--- config.mk ---
export PLATFORM = sky130hd
export DESIGN_NAME = regfile_scoreboard
export DESIGN_NICKNAME = d
export VERILOG_FILES = /design/src/rtl/regfile_pkg.sv /design/src/rtl/sb_entry.sv /design/src/rtl/regfile_scoreboard.sv
export SDC_FILE = /design/constraint.sdc
export NUM_CORES = 1
export LEC_CHECK = 0
export BUFFER_PORTS_ARGS = -buffer_cell sky130_fd_sc_hd__clkbuf_2
export CAP_MARGIN = 10
export CORE_MARGIN = 5
export CORE_UTILIZATION = 45
export CTS_CLUSTER_DIAMETER = 100
export DETAILED_ROUTE_END_ITERATION = 16
export PLACE_DENSITY = 0.77
export SLEW_MARGIN = 20
export SYNTH_ARGS = -nofsm -noshare
export SYNTH_HDL_FRONTEND = slang
export SYNTH_SLANG_ARGS = --single-unit
--- constraint.sdc ---
create_clock -name clk -period 2.55 [get_ports clk]
set_clock_uncertainty 0.05 [all_clocks]
set_input_delay 0.51 -clock clk [delete_from_list [all_inputs] [get_ports clk]]
set_output_delay 0.51 -clock clk [all_outputs]
set_load 0.01 [all_outputs]
--- src/rtl/regfile_pkg.sv ---
// rtl/regfile_pkg.sv - shared register-file sizing and scoreboard state encoding
package regfile_pkg;

    localparam int NUM_REGS = 8;
    localparam int SEL_W    = 3;
    localparam int CNT_W    = 2;

    // Saturation point of a per-register pending counter
    localparam logic [CNT_W-1:0] CNT_MAX = '1;

    typedef enum logic [1:0] {
        RUN   = 2'd0,
        DRAIN = 2'd1,
        DONE  = 2'd2
    } sb_state_t;

endpackage

--- src/rtl/sb_entry.sv ---
// rtl/sb_entry.sv - pending-write counter for one architectural register
module sb_entry
    import regfile_pkg::*;
(
    input  logic             clk,
    input  logic             rst,
    input  logic             i_inc,
    input  logic             i_wb_hit,
    input  logic             i_clear,
    output logic [CNT_W-1:0] o_cnt,
    output logic             o_busy,
    output logic             o_underflow
);

    logic [CNT_W-1:0] r_cnt;
    logic             w_dec;

    // A writeback only retires a pending write if one exists; otherwise it is flagged
    assign w_dec       = i_wb_hit & (r_cnt != '0);
    assign o_underflow = i_wb_hit & (r_cnt == '0);

    // Counter: clear wins; simultaneous issue and retire cancel out
    always_ff @(posedge clk) begin
        if (!rst) begin
            r_cnt <= '0;
        end else if (i_clear) begin
            r_cnt <= '0;
        end else if (i_inc && !w_dec) begin
            r_cnt <= r_cnt + CNT_W'(1);
        end else if (w_dec && !i_inc) begin
            r_cnt <= r_cnt - CNT_W'(1);
        end
    end

    assign o_cnt  = r_cnt;
    assign o_busy = (r_cnt != '0);

endmodule

--- src/rtl/regfile_scoreboard.sv ---
// rtl/regfile_scoreboard.sv - issue-side pending-write scoreboard with drain and flush
module regfile_scoreboard
    import regfile_pkg::*;
(
    input  logic                clk,
    input  logic                rst,
    input  logic                issue_valid,
    input  logic                issue_wr_en,
    input  logic [SEL_W-1:0]    issue_wr_sel,
    input  logic                rd1_en,
    input  logic [SEL_W-1:0]    rd1_sel,
    input  logic                rd2_en,
    input  logic [SEL_W-1:0]    rd2_sel,
    input  logic                wb_valid,
    input  logic [SEL_W-1:0]    wb_sel,
    input  logic                drain_req,
    input  logic                flush,
    output logic                issue_ready,
    output logic                drained,
    output logic [NUM_REGS-1:0] busy_vec,
    output logic                err
);

    logic [CNT_W-1:0]    w_cnt [NUM_REGS];
    logic [NUM_REGS-1:0] w_busy;
    logic [NUM_REGS-1:0] w_underflow;
    logic [NUM_REGS-1:0] w_inc;
    logic [NUM_REGS-1:0] w_wb_hit;
    logic [NUM_REGS-1:0] w_zero_next;
    logic                w_src1_ok;
    logic                w_src2_ok;
    logic                w_dst_ok;
    logic                w_accept;
    sb_state_t           r_state;
    sb_state_t           w_state_next;
    logic                r_drained;
    logic                r_err;

    genvar gi;
    generate
        for (gi = 0; gi < NUM_REGS; gi++) begin : g_entry
            assign w_wb_hit[gi] = wb_valid & (wb_sel == SEL_W'(gi));
            assign w_inc[gi]    = w_accept & issue_wr_en & (issue_wr_sel == SEL_W'(gi));
            // Inc is never asserted while draining, so only the retire path can empty a counter
            assign w_zero_next[gi] = (w_cnt[gi] == '0) |
                                     ((w_cnt[gi] == CNT_W'(1)) & w_wb_hit[gi]);

            sb_entry u_entry (
                .clk         (clk),
                .rst         (rst),
                .i_inc       (w_inc[gi]),
                .i_wb_hit    (w_wb_hit[gi]),
                .i_clear     (flush),
                .o_cnt       (w_cnt[gi]),
                .o_busy      (w_busy[gi]),
                .o_underflow (w_underflow[gi])
            );
        end
    endgenerate

    // Hazard checks; sources consult only the old pending state, and the RF bypass
    // lets a read through when its last outstanding write lands this cycle
    always_comb begin
        w_src1_ok = !rd1_en | (w_cnt[rd1_sel] == '0) |
                    ((w_cnt[rd1_sel] == CNT_W'(1)) & w_wb_hit[rd1_sel]);
        w_src2_ok = !rd2_en | (w_cnt[rd2_sel] == '0) |
                    ((w_cnt[rd2_sel] == CNT_W'(1)) & w_wb_hit[rd2_sel]);
        w_dst_ok  = !issue_wr_en | (w_cnt[issue_wr_sel] != CNT_MAX) | w_wb_hit[issue_wr_sel];
    end

    assign issue_ready = (r_state == RUN) & !drain_req & !flush & w_src1_ok & w_src2_ok & w_dst_ok;
    assign w_accept    = issue_valid & issue_ready;

    // Drain sequencing: a flush empties everything, so it also completes a drain
    always_comb begin
        w_state_next = r_state;
        case (r_state)
            RUN:     if (drain_req) w_state_next = DRAIN;
            DRAIN:   if (flush || (&w_zero_next)) w_state_next = DONE;
            DONE:    w_state_next = RUN;
            default: w_state_next = RUN;
        endcase
    end

    // State register and the completion pulse that accompanies DONE
    always_ff @(posedge clk) begin
        if (!rst) begin
            r_state   <= RUN;
            r_drained <= 1'b0;
        end else begin
            r_state   <= w_state_next;
            r_drained <= (w_state_next == DONE);
        end
    end

    // Sticky underflow flag; writebacks squashed by a flush do not count
    always_ff @(posedge clk) begin
        if (!rst) begin
            r_err <= 1'b0;
        end else if (!flush && (|w_underflow)) begin
            r_err <= 1'b1;
        end
    end

    assign drained  = r_drained;
    assign busy_vec = w_busy;
    assign err      = r_err;

endmodule
==> metrics, run 1 <==
top_reg_cell synth=dfxtp_1; commonest non-fill, non-tap cell in the layout=buf_4; DP Worst Slack=-0.515 ns; Sw Share=26.7%; r2r setup slk=-0.20 ns; DRC errors left=0; fin nets=375; H-tree depth=1; Clock transition at path regs=0.08 ns; asr flop ratio synth=0%; crit path capture type=output pin; Setup CP Type=input port to output pin; Fillers=329; average wire per standard cell=17.2 microns; GRT Util Overall=19.6%; post-synthesis mux area share=6.32%; max-capacitance violation count=0; global-route wire length before repair=9.79 mm; Final Non-Filler Cells=381; initial DRC count=238; CTS Buffer Depth=2; Final WS setup=-0.254 ns; CP peak stage delay=0.52 ns; number of buffers created by CTS=3; Clk Latency, worst-skew pair=0.26 ns; Yosys top cell area share=19.3%; Compound-Gate Fraction of Synth Area=16.3%; Mapped Area=0.00208 sq mm; hold path start=err$_SDFFE_PN0P_; Post-Synthesis Cells=265; RSZ-0062 raised after global routing=true; Yosys reg bits=20; Power Internal=0.620 mW; final-report hold violation count=0; top cells by area, synth=dfxtp_1, ha_1, xor2_1; Worst Hold Class=register to register; startpoint types=input port; Synth Area in Simple Gates=24.0%; placer congestion estimate=0.981; Synth Area per Inst=7.84 sq um; root buffer cell=clkbuf_8; Final period util=110%; I/O pin cnt=32; Leak=1.30 nW; Yosys warnings=0; Seq/Total Area, Yosys=19.3%; Area Growth Syn to Fin=40.0%; XOR/XNOR Fraction of Synth Area=8.01%; leading area contributor after synthesis=dfxtp_1; synthesized net count=310; critical-path cell list=clkbuf_8 -> mux4_2 -> mux2i_1 -> o21ai_1 -> nor3_2 -> o311ai_4 -> buf_6 -> a21oi_2 -> buf_2; DRT Pass-1 Iters=4; largest net degree at the start of global routing=17; Critical Path Fanout Max=5; Final Max Tran Viols=0; PD cells=291 mW/mm^2; Slew headroom=54.8%; Starting Density=47.1%; dpl cells=367; reg2reg start=g_entry[2].u_entry.o_cnt[1]$_SDFFE_PP0P_; Worst Hold Slack=0.425 ns; post-synthesis adder-cell area fraction=14.4%; row count=24; largest family of logic cells by synthesized area=simple AND/OR/NAND/NOR gates; Worst Setup SP=rd1_sel[1]; status=finished, violations left; Final ANT Viol Nets=0; combinational share of power=23.7%; commonest non-fill, non-tap cells in the layout=buf_4, inv_1, nor2_1; FMAX=357 MHz; Psw=0.226 mW; Setup violations, final=15; gr ovfl total=0; worst supply voltage drop on vdd=0.177 mV; EDFF count, synth=0; Worst EP arrival=2.24 ns; Design Power=0.845 mW; die height=78.0 microns; CP max stage cell=mux4_2; ANT cells=0; share of layout cells above drive strength 1=36.8%; failing checks=setup timing; clock power share=38.6%; sequential share of power=37.7%; DP Wirelength=4.57 mm; TritonCTS clock tree=yes; final WL=6.57 mm; post-layout min period=2.80 ns; Die ar.=0.00608 sq mm; clk sink count=20; via count=2,210; initial antenna violation count=0; post-synthesis cell type count=51; Die W=78.0 microns; average vias per placed instance=5.80; setup TNS=-1.56 ns; vias in the first global route=2,150; core area=0.00441 sq mm; Least-Margin Pin Slew=0.677 ns; Port Buf Inserts=31; WP data required=1.99 ns
==> worst max-delay path: cells and delay by family <==
family | cells | cell delay [ns]
mux | 2 | 0.70
buf+inv | 3 | 0.43
simple gates | 1 | 0.19
compound gates | 3 | 0.40
==> power by group through the flow <==
stage / combinational, mW / clock [mW] / sequential (mW)
floorplan: 0.0768 / 0 / 0.327
global placement: 0.146 / 0 / 0.326
detailed placement: 0.147 / 0 / 0.326
CTS: 0.164 / 0.332 / 0.319
global route: 0.212 / 0.347 / 0.319
finish: 0.200 / 0.326 / 0.319
==> synthesized netlist by cell type (all sizes together), types with 2 or more instances <==
master,number
inv,30
mux2i,3
o311ai,2
or4b,2
o31ai,4
a21oi,18
nand3b,5
nand4,2
mux4,3
nand4b,4
o21ai,7
nor2b,2
nor4,2
nand2b,2
o2111a,2
nor4b,2
a211oi,3
nor2,32
nand2,16
ha,24
xor2,18
buf,15
nor3b,3
dfxtp,20
nor3,9
nand3,11
a31oi,3
clkbuf,4
mux2,3
==> repair_timing <==
item,in CTS,in global routing
setup endpoints to repair,17,17
endpoints found under the hold margin,0,0
buffers inserted,3,6
pin swaps,5,17
hold buffers,0,0
cloned,0,1
resized for setup,15,50
==> logic make-up after synthesis <==
group	after synthesis
mux	9
compound gates	50
flops	20
xor+xnor	19
fa+ha+maj	24
simple gates	94
buf+inv	49
==> cell type report <==
type	count	area [sq um]	area share [%]
Multi-Input combinational cell	196	1670	57.3
Clock inverter	1	30.0	1.03
Inverter	30	113	3.87
Clock buffer	3	41.3	1.42
Sequential cell	20	400	13.8
Timing Repair Buffer	79	592	20.3
Tap cell	52	65.1	2.24
==> per-layer routing <==
metal / global-route usage (%) / wire (microns)
met5: 0 / 0
met2: 34.1 / 3430
met4: 8.78 / 204
met3: 2.20 / 405
met1: 24.0 / 2530
==> through the flow <==
stage	cell area [sq um]	utilization, %
3_5_place_dp	2450	55.6
4_1_cts	2640	59.8
6_report	2910	65.9
2_1_floorplan	2080	-
5_1_grt	2910	65.9
3_3_place_gp	2450	55.6
==> registers in the layout (all words and copies together), names as in the netlist <==
register,flops
g_entry.u_entry.o_cnt,16
drained,1
err,1
r_state,2
==> path summary, 6_finish.rpt <==
| kind | to | depth (start not counted) |
|---|---|---|
| min reg2reg | err$_SDFFE_PN0P_ | 1 |
| min | err$_SDFFE_PN0P_ | 1 |
| max reg2reg | g_entry[2].u_entry.o_cnt[1]$_SDFFE_PP0P_ | 12 |
| max | issue_ready | 9 |
Power figures use the tool's default switching activity.
==> run 2: changes to the inputs <==
--- a/config.mk
+++ b/config.mk
@@ -12,6 +12,7 @@
 export CTS_CLUSTER_DIAMETER = 100
 export DETAILED_ROUTE_END_ITERATION = 16
 export PLACE_DENSITY = 0.77
+export RECOVER_POWER = 50
 export SLEW_MARGIN = 20
 export SYNTH_ARGS = -nofsm -noshare
 export SYNTH_HDL_FRONTEND = slang
==> metrics, run 2 (synthesis results as in run 1) <==
status=finished, violations left; failing checks=setup timing; Slew headroom=54.4% (-0.45 points); number of buffers created by CTS=3 (unchanged); commonest non-fill, non-tap cell in the layout=buf_4; gr ovfl total=0 (unchanged); Final WS setup=-0.251 ns (+0.00239 ns); Setup violations, final=15 (unchanged); Starting Density=47.1% (unchanged); DP Wirelength=4.57 mm (unchanged); Port Buf Inserts=31 (unchanged); via count=2,196 (-0.63%); RSZ-0062 raised after global routing=true; final WL=6.57 mm (about the same); worst supply voltage drop on vdd=0.177 mV (about the same); die height=78.0 microns (unchanged); Clock transition at path regs=0.08 ns (about the same); max reg flops=16 (unchanged); Clk Latency, worst-skew pair=0.26 ns (about the same); Final period util=110% (about the same); Final ANT Viol Nets=0 (unchanged); vias in the first global route=2,150 (unchanged); H-tree depth=1 (unchanged); post-layout min period=2.80 ns (-0.00239 ns); clk sink count=20 (unchanged); TritonCTS clock tree=yes; final-report hold violation count=0 (unchanged); setup TNS=-1.51 ns (+0.0509 ns); fin nets=375 (unchanged); average vias per placed instance=5.76 (-0.63%); Area Growth Syn to Fin=39.3%; max-capacitance violation count=0 (unchanged); Die ar.=0.00608 sq mm (unchanged); startpoint types=input port; Hold Buf Count CTS=0 (unchanged); crit path capture type=output pin; I/O pin cnt=32 (unchanged); GRT Util Overall=19.6% (unchanged); largest net degree at the start of global routing=17 (unchanged); ANT cells=0 (unchanged); WP data required=1.99 ns (about the same); average wire per standard cell=17.3 microns (about the same); initial DRC count=245 (+2.9%); Final Max Tran Viols=0 (unchanged); Die W=78.0 microns (unchanged); root buffer cell=clkbuf_8; core area=0.00441 sq mm (unchanged); global-route wire length before repair=9.79 mm (unchanged); FMAX=357 MHz (about the same); DRC errors left=0 (unchanged); commonest non-fill, non-tap cells in the layout=buf_4, inv_1, nor2_1; share of layout cells above drive strength 1=34.3% (-2.4 points); Worst EP arrival=2.24 ns (about the same); Worst Hold Class=register to register; Setup CP Type=input port to output pin; initial antenna violation count=0 (unchanged); Least-Margin Pin Slew=0.684 ns (+0.00671 ns); CTS Buffer Depth=2 (unchanged); Finished Core Util=65.6% (-0.34 points); Leak=1.27 nW (-2.2%); Critical Path Fanout Max=5 (unchanged); PD cells=292 mW/mm^2 (+0.51%); placer congestion estimate=0.981 (unchanged); DRT Pass-1 Iters=4 (unchanged); row count=24 (unchanged); Design Power=0.845 mW (about the same)
## run 2: cell type report
class | instances | area, sq um
Tap cell | 52 | 65.1
Inverter | 30 | 113
Multi-Input combinational cell | 196 | 1670
Sequential cell | 20 | 400
Clock buffer | 3 | 41.3
Fill cell | 330 | 1520
Timing Repair Buffer | 79 | 577
Clock inverter | 1 | 30.0
## run 2: worst max-delay path: stages
cell,delay [ns]
clkbuf_8,0.11
mux4_2,0.52
mux2i_1,0.18
o21ai_1,0.10
nor3_2,0.19
o311ai_4,0.19
buf_6,0.18
a21oi_2,0.11
buf_2,0.14
## run 2: report_power, final
part	switching, mW	internal, mW	leakage [nW]	total, mW
Clock	0.117	0.210	0.0357	0.327
Sequential	0.00286	0.316	0.162	0.319
Combinational	0.106	0.0936	1.07	0.200
## run 2: metrics by stage
step | instances | hold WS [ns] | area (sq um) | worst slack, ns
2_1_floorplan | 265 | 0.421 | 2080 | -0.0856
3_3_place_gp | 367 | 0.415 | 2450 | -0.524
3_5_place_dp | 367 | 0.406 | 2450 | -0.515
4_1_cts | 374 | 0.426 | 2640 | -0.150
5_1_grt | 381 | 0.447 | 2890 | -0.316
6_report | 381 | 0.424 | 2890 | -0.251
## run 2: per-layer routing
layer	track usage, %	vias up	share of wire, %
li1	-	1048	-
met1	24.0	1052	39
met2	34.1	79	52
met3	2.20	17	6.0
met4	8.78	0	3.1
met5	0	-	0
## run 2: final timing paths
path	start	to	slack, ns	cells past startpoint
max	rd1_sel[1]	issue_ready	-0.25	9
min	err$_SDFFE_PN0P_	err$_SDFFE_PN0P_	0.42	1
max reg2reg	g_entry[2].u_entry.o_cnt[1]$_SDFFE_PP0P_	g_entry[2].u_entry.o_cnt[1]$_SDFFE_PP0P_	-0.20	12
min reg2reg	err$_SDFFE_PN0P_	err$_SDFFE_PN0P_	0.42	1
## run 2: repair_timing
item,CTS,global route
gates cloned,0,1
pin swaps,5,17
setup buffers,3,6
endpoints found under the setup margin,17,17
resized for setup,15,50
==> run 3: changes to the inputs <==
--- a/config.mk
+++ b/config.mk
@@ -7,9 +7,10 @@
 export LEC_CHECK = 0
 export BUFFER_PORTS_ARGS = -buffer_cell sky130_fd_sc_hd__clkbuf_2
 export CAP_MARGIN = 10
+export CORE_ASPECT_RATIO = 1.2
 export CORE_MARGIN = 5
 export CORE_UTILIZATION = 45
-export CTS_CLUSTER_DIAMETER = 100
+export CTS_CLUSTER_DIAMETER = 200
 export DETAILED_ROUTE_END_ITERATION = 16
 export PLACE_DENSITY = 0.77
 export RECOVER_POWER = 50
==> metrics, run 3 (synthesis results as in run 1) <==
status=finished, violations left; failing checks=setup timing; Slew headroom=53.3% (-1.1 points); average vias per placed instance=5.77 (about the same); crit path capture type=output pin; Least-Margin Pin Slew=0.700 ns (+0.0161 ns); Clk Latency, worst-skew pair=0.27 ns (about the same); Clock transition at path regs=0.08 ns (about the same); max reg flops=16 (unchanged); DP Wirelength=4.88 mm (+6.6%); register area=400 sq um (unchanged); Fillers=357 (+8.2%); r2r setup slk=-0.01 ns (+0.19 ns); RSZ-0062 raised after global routing=true; Final WS setup=-0.120 ns (+0.132 ns); initial DRC count=187 (-24%); Design Area, Final=0.00292 sq mm (+0.91%); Leak=1.31 nW (+3.6%); die height=84.4 microns (+8.3%); post-layout min period=2.67 ns (-0.132 ns); Setup violations, final=6 (-9); final-report hold violation count=0 (unchanged); global-route wire length before repair=9.91 mm (+1.2%); Setup CP Type=input port to output pin; reg2reg start=g_entry[3].u_entry.o_cnt[1]$_SDFFE_PP0P_; row count=27 (+13%); Final period util=105% (-5.2 points); Worst Hold Class=register to register; area of the multi-input gates=0.00164 sq mm (-2.0%); max-capacitance violation count=0 (unchanged); clk sink count=20 (unchanged); Area Growth Syn to Fin=40.5%; final WL=6.84 mm (+4.0%); vias in the first global route=2,033 (-5.4%); gr ovfl total=0 (unchanged); Worst Hold Slack=0.420 ns (-0.00445 ns); share of layout cells above drive strength 1=36.0% (+1.7 points); initial antenna violation count=0 (unchanged); Worst EP arrival=2.11 ns (-0.13 ns); FMAX=375 MHz (+4.9%); RR Endpoint=g_entry[3].u_entry.o_cnt[1]$_SDFFE_PP0P_; Final ANT Viol Nets=0 (unchanged); Starting Density=45.9% (-1.2 points); Hold Path Sink=err$_SDFFE_PN0P_; Critical Path Fanout Max=9 (+4); CTS Buffer Depth=2 (unchanged); Design Power=0.851 mW (+0.62%); commonest non-fill, non-tap cells in the layout=buf_4, nor2_1, inv_1; Finished Core Util=64.5% (-1.1 points); GRT Util Overall=20.6% (+1.1 points); H-tree depth=1 (unchanged); Final Max Tran Viols=0 (unchanged); number of buffers created by CTS=3 (unchanged); I/O pin cnt=32 (unchanged); worst supply voltage drop on vdd=0.268 mV (+52%); largest net degree at the start of global routing=17 (unchanged); startpoint types=input port; Placed Area=0.00254 sq mm (+3.4%); core area=0.00453 sq mm (+2.6%); DRT Pass-1 Iters=5 (+1); root buffer cell=clkbuf_8; average wire per standard cell=17.4 microns (+0.61%); placer congestion estimate=0.920 (-6.2%); Die ar.=0.00608 sq mm (about the same); hold path start=err$_SDFFE_PN0P_; Die W=72.0 microns (-7.6%); DRC errors left=0 (unchanged); TritonCTS clock tree=yes; ANT cells=0 (unchanged); Port Buf Inserts=31 (unchanged); PD cells=291 mW/mm^2 (-0.29%); commonest non-fill, non-tap cell in the layout=buf_4; WP data required=1.99 ns (about the same); fin nets=382 (+1.9%); Min-Delay Path Depth=1 (unchanged); via count=2,273 (+3.5%); cells on worst reg2reg path=13 (+1)
## run 3: cell types whose count changed in the layout (fill, tap and decap cells not counted), sizes merged
cell and delta:
buf +10, clkbuf -3
## run 3: worst max path at each step
stage	cells past startpoint	start	end	slack [ns]
6_report	9	wb_sel[0]	issue_ready	-0.12
2_1_floorplan	12	rd1_sel[0]	g_entry[2].u_entry.o_cnt[1]$_SDFFE_PP0P_	-0.09
5_1_grt	10	wb_sel[1]	issue_ready	-0.19
3_5_place_dp	14	rd1_sel[0]	g_entry[0].u_entry.o_cnt[1]$_SDFFE_PP0P_	-0.50
4_1_cts	9	rd1_sel[1]	issue_ready	-0.13
3_3_place_gp	14	rd1_sel[0]	g_entry[0].u_entry.o_cnt[1]$_SDFFE_PP0P_	-0.47
## run 3: final cells by class
| type | instances | share of cell area (%) |
|---|---|---|
| Timing Repair Buffer | 86 | 21.5 |
| Tap cell | 58 | 2.49 |
| Clock buffer | 3 | 1.41 |
| Sequential cell | 20 | 13.7 |
| Clock inverter | 1 | 1.03 |
| Multi-Input combinational cell | 196 | 56.0 |
| Inverter | 30 | 3.86 |
## run 3: repair_timing
| action | in CTS | in global routing |
|---|---|---|
| buffers inserted | 2 | 5 |
| endpoints found under the setup margin | 17 | 17 |
| gates cloned | 0 | 0 |
| pin swaps | 13 | 13 |
| resized for setup | 23 | 36 |
| hold buffers | 0 | 0 |
## run 3: report_power, final
| part | internal [mW] | switching, mW |
|---|---|---|
| Combinational | 0.0966 | 0.104 |
| Sequential | 0.316 | 0.00275 |
| Clock | 0.210 | 0.121 |
| Total | 0.622 | 0.228 |
## run 3: per-layer routing
layer / up-vias / share of wire (%) / track usage, %
met4: 0 / 4.1 / 8.55
li1: 1066 / - / -
met3: 21 / 5.8 / 1.92
met5: - / 0 / 0
met2: 95 / 53 / 37.0
met1: 1091 / 38 / 24.7
## run 3: worst max-delay path: stages
cell and delay, ns:
buf_6 0.12, buf_8 0.12, nand4b_1 0.10, a21oi_2 0.08, mux4_2 0.48, o311ai_2 0.26
buf_4 0.22, a21oi_2 0.05, buf_2 0.14
## run 3: stage by stage
| step | TNS [ns] | cells | worst slack [ns] |
|---|---|---|---|
| floorplan | -0.287 | 265 | -0.0856 |
| global placement | -6.27 | 383 | -0.468 |
| detailed placement | -6.74 | 383 | -0.505 |
| CTS | -0.580 | 389 | -0.131 |
| global route | -1.82 | 394 | -0.192 |
| finish | -0.270 | 394 | -0.120 |
